### src/rtl/hazard_pkg.sv
// Shared types for the pipeline hazard/sequencing controller.
package hazard_pkg;

    typedef enum logic [1:0] {
        RUN    = 2'd0,
        DRAIN  = 2'd1,
        HALTED = 2'd2
    } halt_state_e;

    localparam logic [1:0] FWD_REG = 2'd0;
    localparam logic [1:0] FWD_MEM = 2'd1;
    localparam logic [1:0] FWD_WB  = 2'd2;

endpackage

### src/rtl/hazard_ctrl_sat_counter.sv
// Saturating event counter used for hazard performance statistics.
module sat_counter #(
    parameter int CNT_W = 16
) (
    input  logic             clk,
    input  logic             rst_n,
    input  logic             inc,
    output logic [CNT_W-1:0] q
);

    logic [CNT_W-1:0] cnt_q;
    logic [CNT_W-1:0] cnt_d;

    always_comb begin
        cnt_d = cnt_q;
        if (inc && (cnt_q != '1)) begin
            cnt_d = cnt_q + CNT_W'(1);
        end
    end

    always_ff @(posedge clk) begin
        if (!rst_n) begin
            cnt_q <= '0;
        end else begin
            cnt_q <= cnt_d;
        end
    end

    assign q = cnt_q;

endmodule

### src/rtl/hazard_ctrl.sv
// RAW interlock, branch flush and HLT drain sequencing for the 5-stage core.
// Define FORWARD_EN to enable EX operand forwarding (load-use stall only).
module hazard_ctrl
    import hazard_pkg::*;
#(
    parameter int REG_AW     = 4,
    parameter int HALT_DRAIN = 4,
    parameter int CNT_W      = 16
) (
    input  logic              clk,
    input  logic              rst_n,
    input  logic [REG_AW-1:0] id_rs,
    input  logic [REG_AW-1:0] id_rt,
    input  logic              id_rs_used,
    input  logic              id_rt_used,
    input  logic              id_halt,
    input  logic [REG_AW-1:0] ex_rd,
    input  logic              ex_regwrite,
    input  logic              ex_memread,
    input  logic [REG_AW-1:0] mem_rd,
    input  logic              mem_regwrite,
    input  logic [REG_AW-1:0] wb_rd,
    input  logic              wb_regwrite,
    input  logic              branch_taken,
    output logic              pc_hold,
    output logic              ifid_hold,
    output logic              idex_bubble,
    output logic              ifid_flush,
    output logic [1:0]        fwd_a,
    output logic [1:0]        fwd_b,
    output logic              halted,
    output logic [CNT_W-1:0]  stall_cnt,
    output logic [CNT_W-1:0]  flush_cnt
);

    localparam int DW = (HALT_DRAIN > 1) ? $clog2(HALT_DRAIN) : 1;

    halt_state_e   state_q;
    halt_state_e   state_d;
    logic [DW-1:0] drain_q;
    logic [DW-1:0] drain_d;
    logic          halted_q;
    logic          halted_d;

    logic ex_hit;
    logic raw;
    logic stall_inc;
    logic flush_inc;

    assign ex_hit = ex_regwrite && (ex_rd != '0) &&
                    ((id_rs_used && (id_rs == ex_rd)) ||
                     (id_rt_used && (id_rt == ex_rd)));

`ifdef FORWARD_EN
    // Only a load in EX cannot be forwarded in time.
    assign raw = ex_hit && ex_memread;
`else
    logic mem_hit;
    logic wb_hit;
    logic unused_memread;

    assign unused_memread = ex_memread;

    assign mem_hit = mem_regwrite && (mem_rd != '0) &&
                     ((id_rs_used && (id_rs == mem_rd)) ||
                      (id_rt_used && (id_rt == mem_rd)));

    assign wb_hit = wb_regwrite && (wb_rd != '0) &&
                    ((id_rs_used && (id_rs == wb_rd)) ||
                     (id_rt_used && (id_rt == wb_rd)));

    // Regfile lacks write-through, so WB writers must also interlock.
    assign raw = ex_hit || mem_hit || wb_hit;
`endif

    always_ff @(posedge clk) begin
        if (!rst_n) begin
            state_q  <= RUN;
            drain_q  <= '0;
            halted_q <= 1'b0;
        end else begin
            state_q  <= state_d;
            drain_q  <= drain_d;
            halted_q <= halted_d;
        end
    end

    always_comb begin
        state_d = state_q;
        drain_d = drain_q;
        unique case (state_q)
            RUN: begin
                if (id_halt && !raw && !branch_taken) begin
                    state_d = DRAIN;
                    drain_d = DW'(HALT_DRAIN - 1);
                end
            end
            DRAIN: begin
                if (drain_q == '0) begin
                    state_d = HALTED;
                end else begin
                    drain_d = drain_q - DW'(1);
                end
            end
            HALTED: begin
                state_d = HALTED;
            end
            default: begin
                state_d = RUN;
            end
        endcase
        halted_d = (state_d == HALTED);
    end

    always_comb begin
        pc_hold     = 1'b0;
        ifid_hold   = 1'b0;
        idex_bubble = 1'b0;
        ifid_flush  = 1'b0;
        stall_inc   = 1'b0;
        flush_inc   = 1'b0;
        unique case (state_q)
            RUN: begin
                if (branch_taken) begin
                    ifid_flush  = 1'b1;
                    idex_bubble = 1'b1;
                    flush_inc   = 1'b1;
                end else if (raw) begin
                    pc_hold     = 1'b1;
                    ifid_hold   = 1'b1;
                    idex_bubble = 1'b1;
                    stall_inc   = 1'b1;
                end
            end
            DRAIN, HALTED: begin
                pc_hold     = 1'b1;
                ifid_hold   = 1'b1;
                idex_bubble = 1'b1;
            end
            default: begin
                pc_hold = 1'b0;
            end
        endcase
    end

    assign halted = halted_q;

`ifdef FORWARD_EN
    logic [REG_AW-1:0] ex_rs_q;
    logic [REG_AW-1:0] ex_rs_d;
    logic [REG_AW-1:0] ex_rt_q;
    logic [REG_AW-1:0] ex_rt_d;

    // Bubbled slots carry reg 0, which never matches a writer.
    always_comb begin
        ex_rs_d = idex_bubble ? '0 : id_rs;
        ex_rt_d = idex_bubble ? '0 : id_rt;
    end

    always_ff @(posedge clk) begin
        if (!rst_n) begin
            ex_rs_q <= '0;
            ex_rt_q <= '0;
        end else begin
            ex_rs_q <= ex_rs_d;
            ex_rt_q <= ex_rt_d;
        end
    end

    always_comb begin
        fwd_a = FWD_REG;
        if (mem_regwrite && (mem_rd != '0) && (ex_rs_q == mem_rd)) begin
            fwd_a = FWD_MEM;
        end else if (wb_regwrite && (wb_rd != '0) && (ex_rs_q == wb_rd)) begin
            fwd_a = FWD_WB;
        end
    end

    always_comb begin
        fwd_b = FWD_REG;
        if (mem_regwrite && (mem_rd != '0) && (ex_rt_q == mem_rd)) begin
            fwd_b = FWD_MEM;
        end else if (wb_regwrite && (wb_rd != '0) && (ex_rt_q == wb_rd)) begin
            fwd_b = FWD_WB;
        end
    end
`else
    assign fwd_a = FWD_REG;
    assign fwd_b = FWD_REG;
`endif

    sat_counter #(
        .CNT_W (CNT_W)
    ) u_stall_cnt (
        .clk   (clk),
        .rst_n (rst_n),
        .inc   (stall_inc),
        .q     (stall_cnt)
    );

    sat_counter #(
        .CNT_W (CNT_W)
    ) u_flush_cnt (
        .clk   (clk),
        .rst_n (rst_n),
        .inc   (flush_inc),
        .q     (flush_cnt)
    );

endmodule

### config.mk
export PLATFORM = sky130hd
export DESIGN_NAME = hazard_ctrl
export DESIGN_NICKNAME = d
export VERILOG_FILES = /design/src/rtl/hazard_pkg.sv /design/src/rtl/hazard_ctrl_sat_counter.sv /design/src/rtl/hazard_ctrl.sv
export SDC_FILE = /design/constraint.sdc
export NUM_CORES = 1
export LEC_CHECK = 0
export CORE_MARGIN = 1.5
export CORE_UTILIZATION = 47
export DETAILED_ROUTE_END_ITERATION = 6
export PLACE_DENSITY = 0.88
export SYNTH_ARGS = -nofsm -noshare
export SYNTH_HDL_FRONTEND = slang
export SYNTH_SLANG_ARGS = --single-unit
### constraint.sdc
create_clock -name clk -period 2.5 [get_ports clk]
set_input_delay 0.375 -clock clk [delete_from_list [all_inputs] [get_ports clk]]
set_output_delay 0.375 -clock clk [all_outputs]
set_load 0.05 [all_outputs]
### Word level (Yosys, flattened, before mapping)

Index checks and enable logic that the tools add are counted.

| cells by class | value |
|---|---|
| $add $sub $neg | 3 |
| equality and inequality tests | 13 |
| reduce and logical (&&, ||, !) cells | 31 |
| muxes and demuxes | 14 |

Operators with widths:

| cell | number |
|---|---|
| $add 16x1->16 const B | 2 |
| $ne 16x16->1 const B | 2 |
| $eq 4x4->1 | 6 |
| $logic_and 1x1->1 | 16 |
| $reduce_bool 4->1 | 3 |
| $mux 2 | 4 |
| $mux 1 | 6 |
| $pmux 2 s3 | 1 |
| $logic_or 1x1->1 | 5 |
| $eq 2x2->1 const B | 2 |
| $logic_not 2->1 | 2 |
| $ne 2x2->1 const B | 2 |
| $pmux 1 s2 | 2 |
| $pmux 2 s2 | 1 |
| $reduce_and 3->1 | 1 |
| $eq 2x1->1 const B | 1 |
| $logic_not 1->1 | 2 |
| $reduce_bool 2->1 | 1 |
| $reduce_or 2->1 | 1 |
| $sub 2x1->2 const B | 1 |

| word-level totals | value |
|---|---|
| logic and storage cells | 66 |
| flip-flop bits (word level) | 37 |
| output and inout port bits | 41 |
| input bits | 30 |

### Logic depth before layout (Yosys ltp)

| depth | value |
|---|---|
| depth after elaboration | 12 |
| gate-level depth with buffers | 10 |
| depth with buffers taken out | 9 |

### By module

Synthesis repeated with hierarchy kept, for this count alone.

| unflattened totals | value |
|---|---|
| cells, all modules | 291 |
| area total of the unflattened synthesis | 2446.1 um^2 |

By module, submodules not included:

| module | cells an instance | seq. area each (um^2) | area each (um^2) | times used |
|---|---|---|---|---|
| sat_counter | 97 | 320.3 | 837.1 | 2 |
| hazard_ctrl | 97 | 100.1 | 772.0 | 1 |

### Worst setup path before layout

Ideal clock, no wire load.

| timing path | value |
|---|---|
| kind | input-to-output |
| start point | input port ex_rd[1] |
| end point | output port idex_bubble |
| stages | 8 |
| data arrival time | 2.492 ns |
| path buffers | 2 |
| path slack | -0.367 ns |
| data required time | 2.125 ns |
| cell sequence | xor2_1 > nor3_1 > nand3_1 > a21oi_1 > nor3_2 > buf_6 > buf_2 > a211oi_1 |

| between the ends | value |
|---|---|
| word-level cells in the longest chain between the ends | 9 |
| elaborated cells on any way between the ends | 13 |
| those cells by class | 2 x eq/ne; 3 x mux; 8 x reduce/logical |

Ends and longest elaborated chain:

| item | RTL line | text |
|---|---|---|
| start: declaration | hazard_ctrl.sv:17 | `input logic [REG_AW-1:0] ex_rd,` |
| $eq 4x4->1, on equally long branches | hazard_ctrl.sv:51, hazard_ctrl.sv:52 |  |
| $logic_and 1x1->1, on equally long branches | hazard_ctrl.sv:51, hazard_ctrl.sv:52 |  |
| $logic_or 1x1->1 | hazard_ctrl.sv:51 | `((id_rs_used && (id_rs == ex_rd)) \|\|` |
| $logic_and 1x1->1 * | hazard_ctrl.sv:50 | `assign ex_hit = ex_regwrite && (ex_rd != '0) &&` |
| $logic_or 1x1->1 * (2 in a row) | hazard_ctrl.sv:73 | `assign raw = ex_hit \|\| mem_hit \|\| wb_hit;` |
| $mux 1 * | hazard_ctrl.sv:128 | `end else if (raw) begin` |
| $mux 1 * | hazard_ctrl.sv:124 | `if (branch_taken) begin` |
| $pmux 1 s2 * | hazard_ctrl.sv:122 | `unique case (state_q)` |
| end: declaration | hazard_ctrl.sv:27 | `output logic idex_bubble,` |

Mark *: on every way between the ends. The rest lies on a longest branch, timed or not.

### Worst setup path after layout

| timing path | value |
|---|---|
| start point | input port ex_rd[0] |
| end point | output port pc_hold |

| between the ends | value |
|---|---|
| word-level cells in the longest chain between the ends | 9 |
| elaborated cells on any way between the ends | 13 |
| those cells by class | 2 x eq/ne; 3 x mux; 8 x reduce/logical |

Ends and longest elaborated chain:

| item | RTL line | text |
|---|---|---|
| $eq 4x4->1, on equally long branches | hazard_ctrl.sv:51, hazard_ctrl.sv:52 |  |
| $logic_and 1x1->1, on equally long branches | hazard_ctrl.sv:51, hazard_ctrl.sv:52 |  |
| $logic_or 1x1->1 | hazard_ctrl.sv:51 |  |
| $logic_and 1x1->1 * | hazard_ctrl.sv:50 |  |
| $logic_or 1x1->1 * (2 in a row) | hazard_ctrl.sv:73 |  |
| $mux 1 * | hazard_ctrl.sv:128 |  |
| $mux 1 * | hazard_ctrl.sv:124 |  |
| $pmux 1 s2 * | hazard_ctrl.sv:122 |  |
| end: declaration | hazard_ctrl.sv:25 | `output logic pc_hold,` |

Marked as above.

==> impl_metrics.ini <==
[cts]
cts_sinks = 37
cts_tree = yes
numCtsBuffers = 5
clockRootBuffer = clkbuf_8
path_clk_slew_ns = 0.08
ctsHtreeMaxLevel = 2
clockBufferDepth = 2
clkLatencyLatePin_ns = 0.30

[power_and_ir_drop]
power_frac_seq = 0.350
total_leakage_power_nw = 1.229
switchingPower_uw = 745.1
power_density_mw_per_mm2 = 565.4
p_clk_frac = 0.241
p_int_mw = 1.123
sw_frac_of_total = 0.3988
pwr-share-comb = 0.410
peakVddDrop_uv = 609.4

[layout]
fin_area_mm2 = 0.003304
syn_to_final_growth_pct = 38.78
layout-drive-gt1-share = 0.1274
fillers = 374
nNetsFinal = 405
diodes = 0
seq_area_um2 = 740.7
multiInputGateArea_mm2 = 0.001610

[sta]
setup_viol = 0
fin_crit_ns = 2.435
slew_violations = 0
maxSlewHeadroom = 0.5524
finalHoldViolations = 0
clock_skew_ns = 0.009949
fin_crit_sh = 0.9741
worst_pin_slew_ns = 0.6610
hold_ws_ns = 0.5156
fmax_mhz = 410.6

[die]
ios = 71
initial_core_util = 0.4975
die-area_mm2 = 0.005502
coreArea_mm2 = 0.004786
die_w_um = 74.18
std_cell_rows = 25
die_h_um = 74.18

[routing]
drt_iter0_markers = 151
via_per_inst = 5.615
drc = 0
antenna_left = 0
routed_wirelength_um = 6468
first_pass_iters = 4
vias = 2448
wire_per_inst_um = 14.83

[worst_setup_path]
cp.required_ns = 2.12
worstSetupPathType = primary input to primary output
crit_fanout = 3
arrival_ns = 2.06
rrSetupSlack_ns = 0.37
crit_start = ex_rd[0]
timing.rr.start = state_q[1]$_SDFF_PN0_
ff2ff_path_depth = 7
cp-start-kind = primary input
regToRegEndpoint = u_stall_cnt.q[7]$_SDFFE_PN0P_
end_kind = primary output

[synth]
synthFlopType = dfxtp_1
async_flop_share = 0
synth-edff-count = 0
yosys_warnings = 0
synthCells = 294
ys_seq_elements = 37
avgSynthCellArea_um2 = 8.099
ys_types = 45
synthesis.area_mm2 = 0.002381
ys_seq_area_frac = 0.3111

[global_route]
grt_max_degree = 27
grt_pass1_vias = 2249
grt_antenna_before_repair = 0
track_usage = 0.2302
grt_pass1_wl_um = 9956
grt-ovfl-total = 0

[placed_design]
port-buffer-count = 65
dp_hpwl_um = 4565
gp_congestion = 0.8776
placed_area_mm2 = 0.003132

[worst_hold_path]
hold_start = u_stall_cnt.q[15]$_SDFFE_PN0P_
hold_end = u_stall_cnt.q[15]$_SDFFE_PN0P_
hold_class = register to register
whs_path_depth = 2

[run_status]
status = completed

[job]
drv_cap = 0
cell type report:
class / instances / area share
Clock buffer: 6 / 0.02499
Inverter: 9 / 0.01022
Tap cell: 67 / 0.02537
Timing Repair Buffer: 78 / 0.2238
Clock inverter: 2 / 0.004165
Sequential cell: 37 / 0.2242
Multi-Input combinational cell: 237 / 0.4873
worst max-delay path, stage by stage:
cell	delay, ns
dlygate4sd2_1	0.29
o41ai_2	0.48
a21oi_2	0.10
or3_4	0.41
a21oi_2	0.15
nor2_2	0.08
buf_6	0.16
power by group through the flow:
stage | clock [mW] | combinational, mW | sequential (mW)
after floorplan | 0 | 0.437 | 0.723
after global placement | 0 | 0.691 | 0.665
after detailed placement | 0 | 0.712 | 0.667
after CTS | 0.452 | 0.743 | 0.653
after global routing | 0.477 | 0.817 | 0.659
final | 0.450 | 0.765 | 0.654
cell usage after synthesis, drive strengths merged, types with 2 or more instances:
master	n	area, um^2
o31ai	5	37.54
xor2	21	183.9
nand4	7	50.05
or3	8	50.05
or4	7	52.55
nor2	26	105.1
ha	7	87.58
mux2i	6	60.06
and2	5	31.28
a211oi	3	22.52
o21ai	9	45.04
and3	6	38.79
buf	8	58.81
a21oi	19	102.6
nor3	9	50.05
nor4	5	31.28
nand2b	7	43.79
a31o	2	17.52
a311oi	3	26.28
and4	4	35.03
o21a	4	30.03
o31a	3	26.28
clkbuf	6	23.77
nand3	19	100.1
o41ai	4	35.03
dfxtp	37	740.7
inv	9	33.78
nand2	25	93.84
xnor2	15	131.4
worst max-delay path by stage:
stage                                    end  cells past startpoint  slack (ns)
6_report                             pc_hold                      7        0.06
5_1_grt                              pc_hold                      9       -0.01
4_1_cts                          idex_bubble                      8       0.006
3_5_place_dp   u_stall_cnt.q[7]$_SDFFE_PN0P_                      9       -0.14
3_3_place_gp   u_stall_cnt.q[3]$_SDFFE_PN0P_                      9       -0.08
2_1_floorplan                    idex_bubble                      8        0.09
logic make-up (layout without fill, tap and decap cells):
kind of cell             after synthesis  count (layout)  share of synthesized area
adder cells (fa/ha/maj)                7               7                    0.03678
other                                  1               4                   0.001575
XOR/XNOR                              36              36                     0.1324
AO/OA/AOI/OAI                         54              54                     0.1508
buffers and inverters                 23              95                    0.04887
flip-flops                            37              37                     0.3111
multiplexers                           6               6                    0.02522
AND/OR/NAND/NOR                      130             130                     0.2932
through the flow:
stage               setup TNS (ns)  setup slack, ns  instances  total power, mW  utilization
floorplan                        0          0.08932        297            1.160            -
global placement           -0.6515         -0.07817        427            1.356       0.6544
detailed placement          -1.091          -0.1362        427            1.379       0.6544
CTS                              0         0.005610        435            1.848       0.6816
global route              -0.02379         -0.01224        436            1.953       0.6905
finish                           0          0.06473        436            1.868       0.6905
flip-flops by register name, indices dropped and copies added, names as in the netlist:
signal,count
halted,1
drain_q,2
u_flush_cnt.q,16
u_stall_cnt.q,16
state_q,2
placed cells by master, fill, tap and decap left out, types with 6 or more instances in the layout:
cell             count
clkbuf_8             6
nand2_1             25
xnor2_1             14
mux2i_1              6
dlygate4sd2_1       14
inv_1                8
dfxtp_1             37
or3_1                7
nor2_1              24
xor2_1              21
a21oi_1             15
buf_4               14
nand3_1             18
o21ai_0              9
clkdlybuf4s50_1     41
or4_1                7
nand4_1              6
nand2b_1             7
nor3_1               7
ha_1                 6
what timing repair did:
item | 4_1_cts | 5_1_grt
hold buffers | 0 | 0
setup endpoints to repair | 3 | 3
setup buffers | 0 | 1
gates resized for setup | 25 | 11
pin swaps | 9 | 11
layer usage:
metal	global-route usage	vias up	share of wire
li1	-	1201	-
met1	0.2734	1162	0.41
met2	0.3988	71	0.53
met3	0.05285	14	0.041
met4	0.09465	0	0.021
met5	0	-	0
Power figures use the tool's default switching activity.
